==> src/rtl/pe_irq_ctrl.sv <==
// Interrupt request controller wrapped around an external 4:2 priority encoder.
// Registers, edge-detects and masks request lines, then holds the encoded request until ack or timeout.
module pe_irq_ctrl #(
    parameter logic [3:0]  EDGE_MASK = 4'b0000,
    parameter int unsigned TIMEOUT   = 15
) (
    input  logic       i_clk,
    input  logic       i_rst_n,
    input  logic [3:0] i_irq_in,
    input  logic [3:0] i_mask,
    output logic       o_a0,
    output logic       o_a1,
    output logic       o_a2,
    output logic       o_a3,
    input  logic       i_y0,
    input  logic       i_y1,
    input  logic       i_v,
    output logic       o_irq_req,
    output logic [1:0] o_irq_vec,
    input  logic       i_irq_ack,
    output logic       o_timeout_err,
    output logic [3:0] o_pending
);

    typedef enum logic [1:0] {StIdle, StReq, StGap} state_t;

    localparam logic [7:0] TimerLast = 8'(TIMEOUT - 1);

    state_t     r_state, w_state_d;
    logic [3:0] r_pending, w_pending_d;
    logic [3:0] r_irq_in_d;
    logic       r_irq_req, w_irq_req_d;
    logic [1:0] r_irq_vec, w_irq_vec_d;
    logic       r_timeout_err, w_timeout_err_d;
    logic [7:0] r_timer, w_timer_d;
    logic [3:0] w_rise;
    logic [3:0] w_ack_clr;
    logic [3:0] w_a;

    assign w_rise = i_irq_in & ~r_irq_in_d;

    // A new rising edge beats an ack-clear on the same bit.
    always_comb begin
        w_ack_clr   = '0;
        w_pending_d = '0;
        if (r_state == StReq && i_irq_ack) begin
            w_ack_clr[r_irq_vec] = 1'b1;
        end
        for (int i = 0; i < 4; i++) begin
            if (EDGE_MASK[i]) begin
                w_pending_d[i] = w_rise[i] | (r_pending[i] & ~w_ack_clr[i]);
            end else begin
                w_pending_d[i] = i_irq_in[i];
            end
        end
    end

    always_comb begin
        w_state_d       = r_state;
        w_irq_req_d     = r_irq_req;
        w_irq_vec_d     = r_irq_vec;
        w_timeout_err_d = 1'b0;
        w_timer_d       = r_timer;
        unique case (r_state)
            StIdle: begin
                if (i_v) begin
                    w_irq_vec_d = {i_y1, i_y0};
                    w_irq_req_d = 1'b1;
                    w_timer_d   = '0;
                    w_state_d   = StReq;
                end
            end
            StReq: begin
                if (i_irq_ack) begin
                    w_irq_req_d = 1'b0;
                    w_state_d   = StGap;
                end else if (r_timer == TimerLast) begin
                    w_irq_req_d     = 1'b0;
                    w_timeout_err_d = 1'b1;
                    w_state_d       = StGap;
                end else begin
                    w_timer_d = r_timer + 8'd1;
                end
            end
            StGap: begin
                w_state_d = StIdle;
            end
            default: begin
                w_state_d = StIdle;
            end
        endcase
    end

    always_ff @(posedge i_clk or negedge i_rst_n) begin
        if (!i_rst_n) begin
            r_state       <= StIdle;
            r_pending     <= '0;
            r_irq_in_d    <= '0;
            r_irq_req     <= 1'b0;
            r_irq_vec     <= '0;
            r_timeout_err <= 1'b0;
            r_timer       <= '0;
        end else begin
            r_state       <= w_state_d;
            r_pending     <= w_pending_d;
            r_irq_in_d    <= i_irq_in;
            r_irq_req     <= w_irq_req_d;
            r_irq_vec     <= w_irq_vec_d;
            r_timeout_err <= w_timeout_err_d;
            r_timer       <= w_timer_d;
        end
    end

    assign w_a           = r_pending & ~i_mask;
    assign o_a0          = w_a[0];
    assign o_a1          = w_a[1];
    assign o_a2          = w_a[2];
    assign o_a3          = w_a[3];
    assign o_irq_req     = r_irq_req;
    assign o_irq_vec     = r_irq_vec;
    assign o_timeout_err = r_timeout_err;
    assign o_pending     = r_pending;

endmodule
==> config.mk <==
export PLATFORM = sky130hd
export DESIGN_NAME = pe_irq_ctrl
export DESIGN_NICKNAME = d
export VERILOG_FILES = /design/src/rtl/pe_irq_ctrl.sv
export SDC_FILE = /design/constraint.sdc
export NUM_CORES = 1
export LEC_CHECK = 0
export CAP_MARGIN = 20
export CORE_MARGIN = 2
export CORE_UTILIZATION = 41
export DETAILED_ROUTE_END_ITERATION = 12
export PLACE_DENSITY_LB_ADDON = 0.3
export RECOVER_POWER = 50
export SYNTH_ARGS = -nofsm -noshare
export SYNTH_HDL_FRONTEND = slang
export SYNTH_SLANG_ARGS = --single-unit
==> constraint.sdc <==
create_clock -name i_clk -period 1.62 [get_ports i_clk]
set_input_delay 0.324 -clock i_clk [delete_from_list [all_inputs] [get_ports i_clk]]
set_output_delay 0.324 -clock i_clk [all_outputs]
set_load 0.005 [all_outputs]
After elaboration in Yosys (flattened, before gate mapping)
Index checks and enable logic that the tools add are counted.
- muxes and demuxes: 15
- reductions and logical operators: 6
- equality and inequality tests: 6
- bitwise logic cells: 2
- add/subtract/negate cells: 1
- operators by type and width (operator ; count):
    two-way mux 8 bit ; 3
    case mux 8 bit (2 select lines) ; 1
    adder 8 x 1 -> 8 bit, second input constant ; 1
    equality test 8 x 4 -> 1 bit, second input constant ; 1
    two-way mux 1 bit ; 6
    two-way mux 2 bit ; 3
    != test 2 bit, second input constant ; 3
    AND 4 bit ; 1
    inverter 4 bit ; 1
    case mux 2 bit (2 select lines) ; 1
    AND reduction 2 bit ; 2
    AND reduction 4 bit ; 1
    != test 3 x 2 -> 1 bit, second input constant ; 1
    AND reduction 3 bit ; 1
    equality test 2 x 1 -> 1 bit, second input constant ; 1
    logical NOT 2 bit ; 1
    case mux 1 bit (2 select lines) ; 1
    nonzero test 2 bit ; 1
- word-level logic and storage cells: 36
- output and inout port bits: 12
- register bits after elaboration: 18
- bits of input ports: 14

Depth between registers and ports, before layout
- depth after elaboration: 4
- depth in mapped cells: 7
- mapped depth without buffers: 6

Worst setup path after synthesis
OpenSTA, ideal clock, no wires.
- path type: reg2reg
- start point: register r_timer[0]
- end point: register r_timer[2]
- setup time: 0.124 ns
- required time: 1.496 ns
- setup slack: -0.038 ns
- cell stages (with the launch flop): 8
- arrival time: 1.534 ns
- clock period less this slack: 1.658 ns
- buffers on the path: 1
- cells stage by stage: dfrtp_1 inv_1 ha_1 or3b_4 o21ai_2 buf_6 nor3b_2 a211o_1
- word-level cells in the longest chain between the ends: 4
- elaborated cells on any way between the ends: 7
- those cells by class: 1 x add/sub; 2 x eq/ne; 3 x mux; 1 x reduce/logical
- ends and longest elaborated chain (element ; line ; text):
    start: declaration ; 35 ; logic [7:0] r_timer, w_timer_d;
    start signal: assignment ; 110 ; r_timer <= w_timer_d;
    adder 8 x 1 -> 8 bit ; 82 ; w_timer_d = r_timer + 8'd1;
    two-way mux 8 bit ; 77 ; end else if (r_timer == TimerLast) begin
    two-way mux 8 bit ; 74 ; if (i_irq_ack) begin
    case mux 8 bit (2 select lines) ; 64 ; unique case (r_state)
Several ways; a longest one is shown, not always the timed one. The select of a mux whose other input is x is not followed.
A chain may end at the register's enable or synchronous reset.

Worst setup path in the final report
Ends and elaborated chain as after synthesis.

==> flow_metrics.tcl <==
set metrics [dict create \
    pwr-share-clk_pct 18.1 \
    synth_nets 93 \
    regArea_um2 450.4 \
    setup_viol 5 \
    slew_headroom_pct 33.75 \
    crit_chain "inv_1, ha_2, or3b_4, o21ai_4, buf_6, nor3b_2, a211o_1" \
    fin_crit_ns 1.715 \
    async_flop_share_pct 100.0 \
    utilization_pct 66.29 \
    arrival_ns 1.91 \
    io_pins 26 \
    fp.dieW_um 50.29 \
    filler_cell_count 162 \
    netlist_top_cells_area "dfrtp_1 51%, a31oi_1 3.6%, ha_1 2.8%" \
    drive_gt1_share_pct 28.21 \
    die_h_um 50.29 \
    gp_congestion 0.8270 \
    intPower_mw 1.057 \
    pre_cts_slack_ns -0.1512 \
    cellLeakagePower_nw 0.5815 \
    dieArea_mm2 0.002529 \
    crit_family "simple AND/OR/NAND/NOR gates" \
    outcome "finished, violations left" \
    p_sw_share_pct 33.64 \
    synth_area_um2 878.3 \
    crit_buf_inv 2 \
    hpwl_um 1531 \
    finClkSkew_ns 0.001502 \
    drtIter0Drc 25 \
    grtUsageTotal_pct 19.08 \
    p_sw_uw 535.8 \
    vias_per_cell 5.653 \
    synth_top_area_share_pct 51.28 \
    worstPathMaxFanout 5 \
    cp.depth 7 \
    critical_path_required_ns 1.81 \
    r2r_slack_ns -0.1 \
    setup_slack_ns -0.09516 \
    yosysSeqAreaShare_pct 51.28 \
    synth-seq-cells 18 \
    grt_pass1_vias 815 \
    yosysTopAreaCell "dfrtp_1" \
    hold_class "reg2reg" \
    core_mm2 0.001982 \
    critPathCapture "r_timer[2]" \
    maxSlewViolCount 0 \
    multi_input_area_um2 427.9 \
    num_vias 814 \
    vdd_ir_drop_max_v 0.001008 \
    drv_cap 0 \
    synth_ff_type "dfrtp_1" \
    rows 16 \
    grt_antenna_before_repair 0 \
    overflow 0 \
    cpMaxStageDelayCell "or3b_4" \
    clock.fmax_mhz 583.0 \
    clockBufferDepth 2 \
    power_frac_seq_pct 39.1 \
    cts_tree "built" \
    drc 0 \
    synth_most_common_cell "dfrtp_1" \
    nets 134 \
    wl_per_cell_um 15.79 \
    tightest_slew_ns 0.9937 \
    grt_pass1_wl_um 3705 \
    synthTopCellsByCount "18 x dfrtp_1, 5 x a31oi_1, 4 x nor2_1, 4 x nor2b_1, 3 x nand2_1" \
    crit_type "reg2reg" \
    p_comb_share_pct 42.8 \
    syn2layout_area_growth_pct 49.57 \
    endpoint_kind "flip-flop" \
    syn_inst 77 \
    ys_warn_count 0 \
    rr_worst_depth 7 \
    synth.distinct_cells 35 \
    syn_avg_cell_area_um2 11.41 \
    htreeDepth 1 \
    clock-root-buffer "clkbuf_4" \
    postCtsHoldBufs 0 \
    hold_viol_final 0 \
    initial_core_util_pct 44.32 \
    n_antenna_cell 0 \
    setup.worst_path.start_class "flip-flop" \
    postRouteAntennaNets 0 \
    r2r-end "r_timer[2]" \
    violations "negative setup slack" \
    cts.clk_slew.worst_paths_ns 0.11 \
    clock_insertion_delay_worst_skew_ns 0.30 \
    critPathMaxStageDelay_ns 0.41 \
    crit_start "r_timer[0]" \
    r2r-start "r_timer[0]" \
    cts_sinks 18 \
    firstDrtPassIters 4 \
    rsz0062_at_grt "yes" \
    wl_um 2274 \
    period_share_pct 105.9 \
    cts_buffers 3 \
    grt_max_degree 19 \
    portBuffers 25 \
    synth-edff-count 0 \
    p_per_area_mw_per_mm2 1212 \
]
-- power by group through the flow --
stage / Sequential [mW] / Clock [mW] / Combinational [mW]
after floorplan: 0.625 / 0 / 0.305
after CTS: 0.620 / 0.289 / 0.652
final: 0.623 / 0.288 / 0.682
after global routing: 0.638 / 0.310 / 0.743
after global placement: 0.626 / 0 / 0.584
after detailed placement: 0.628 / 0 / 0.602
-- state kept, by name (all words and copies together), names as in the netlist --
signal,count
o_pending,4
r_timer,8
o_irq_req,1
r_state,2
o_irq_vec,2
o_timeout_err,1
-- routing by layer --
layer / up-vias / part of all wire, % / track usage (%)
li1: 368 / - / -
met1: 396 / 42 / 24.14
met3: 8 / 6.6 / 2.381
met4: 0 / 2.6 / 6.019
met2: 42 / 49 / 33.55
met5: - / 0 / 0
-- cells by family after synthesis --
group,after synthesis,synth area share [%]
adders and majority gates,2,2.849
AOI/OAI and AO/OA,23,19.52
DFF,18,51.28
and+or+nand+nor,26,18.80
buffers and inverters,5,3.846
muxes,3,3.704
-- worst reg2reg max path, delay by kind of cell (launching register included) --
kind	cells	cell delay, ns
AND/OR/NAND/NOR	2	0.45
flip-flops	1	0.39
adder cells (fa/ha/maj)	1	0.16
AO/OA/AOI/OAI	2	0.40
buffers and inverters	2	0.21
-- through the flow --
stage | setup TNS [ns] | cell area, µm² | hold slack, ns | total power, mW | instances
floorplan | -0.05072 | 883.3 | 0.02841 | 0.9301 | 77
global placement | -0.4532 | 1227 | 0.4647 | 1.210 | 137
detailed placement | -0.8994 | 1227 | 0.4722 | 1.230 | 137
CTS | -0.1333 | 1292 | 0.3584 | 1.561 | 144
global route | -0.8172 | 1314 | 0.5181 | 1.691 | 144
finish | -0.2741 | 1314 | 0.5052 | 1.593 | 144
-- what timing repair did --
item	in CTS	in global routing
hold endpoints to repair	0	0
setup endpoints to repair	11	10
buffers inserted	2	0
resized for setup	7	6
cloned	1	0
pin swaps	2	4
-- final cells by class --
type,instances,share of cell area (%)
Sequential cell,18,34.29
Inverter,1,0.2857
Multi-Input combinational cell,54,32.57
Tap cell,27,2.571
Timing Repair Buffer,40,27.52
Clock buffer,4,2.762
-- worst min path at each step --
stage	from	cells past startpoint	slack (ns)	end
2_1_floorplan	i_rst_n	0	0.03	o_irq_req
3_3_place_gp	r_timer[7]	1	0.46	r_timer[7]
3_5_place_dp	r_timer[7]	1	0.47	r_timer[7]
4_1_cts	i_rst_n	2	0.36	o_timeout_err
5_1_grt	r_timer[7]	1	0.52	r_timer[7]
6_report	r_timer[7]	1	0.51	r_timer[7]
-- layout by cell type, fill, tap and decap left out, types with 2 or more instances in the layout --
cell type        instances
nand2_1                  3
and3_1                   2
a21oi_1                  2
o211ai_1                 2
a211o_1                  2
a31oi_1                  5
dfrtp_1                 18
nor3b_2                  3
o31ai_1                  2
buf_6                    2
dlygate4sd3_1            5
buf_4                   12
clkdlybuf4s50_1         16
mux2_2                   2
nor2_1                   3
nor2b_1                  4
nand2b_1                 2
dlygate4sd2_1            4
a41oi_1                  2
clkbuf_4                 3
Note: power is estimated with default switching activity, not from simulation.
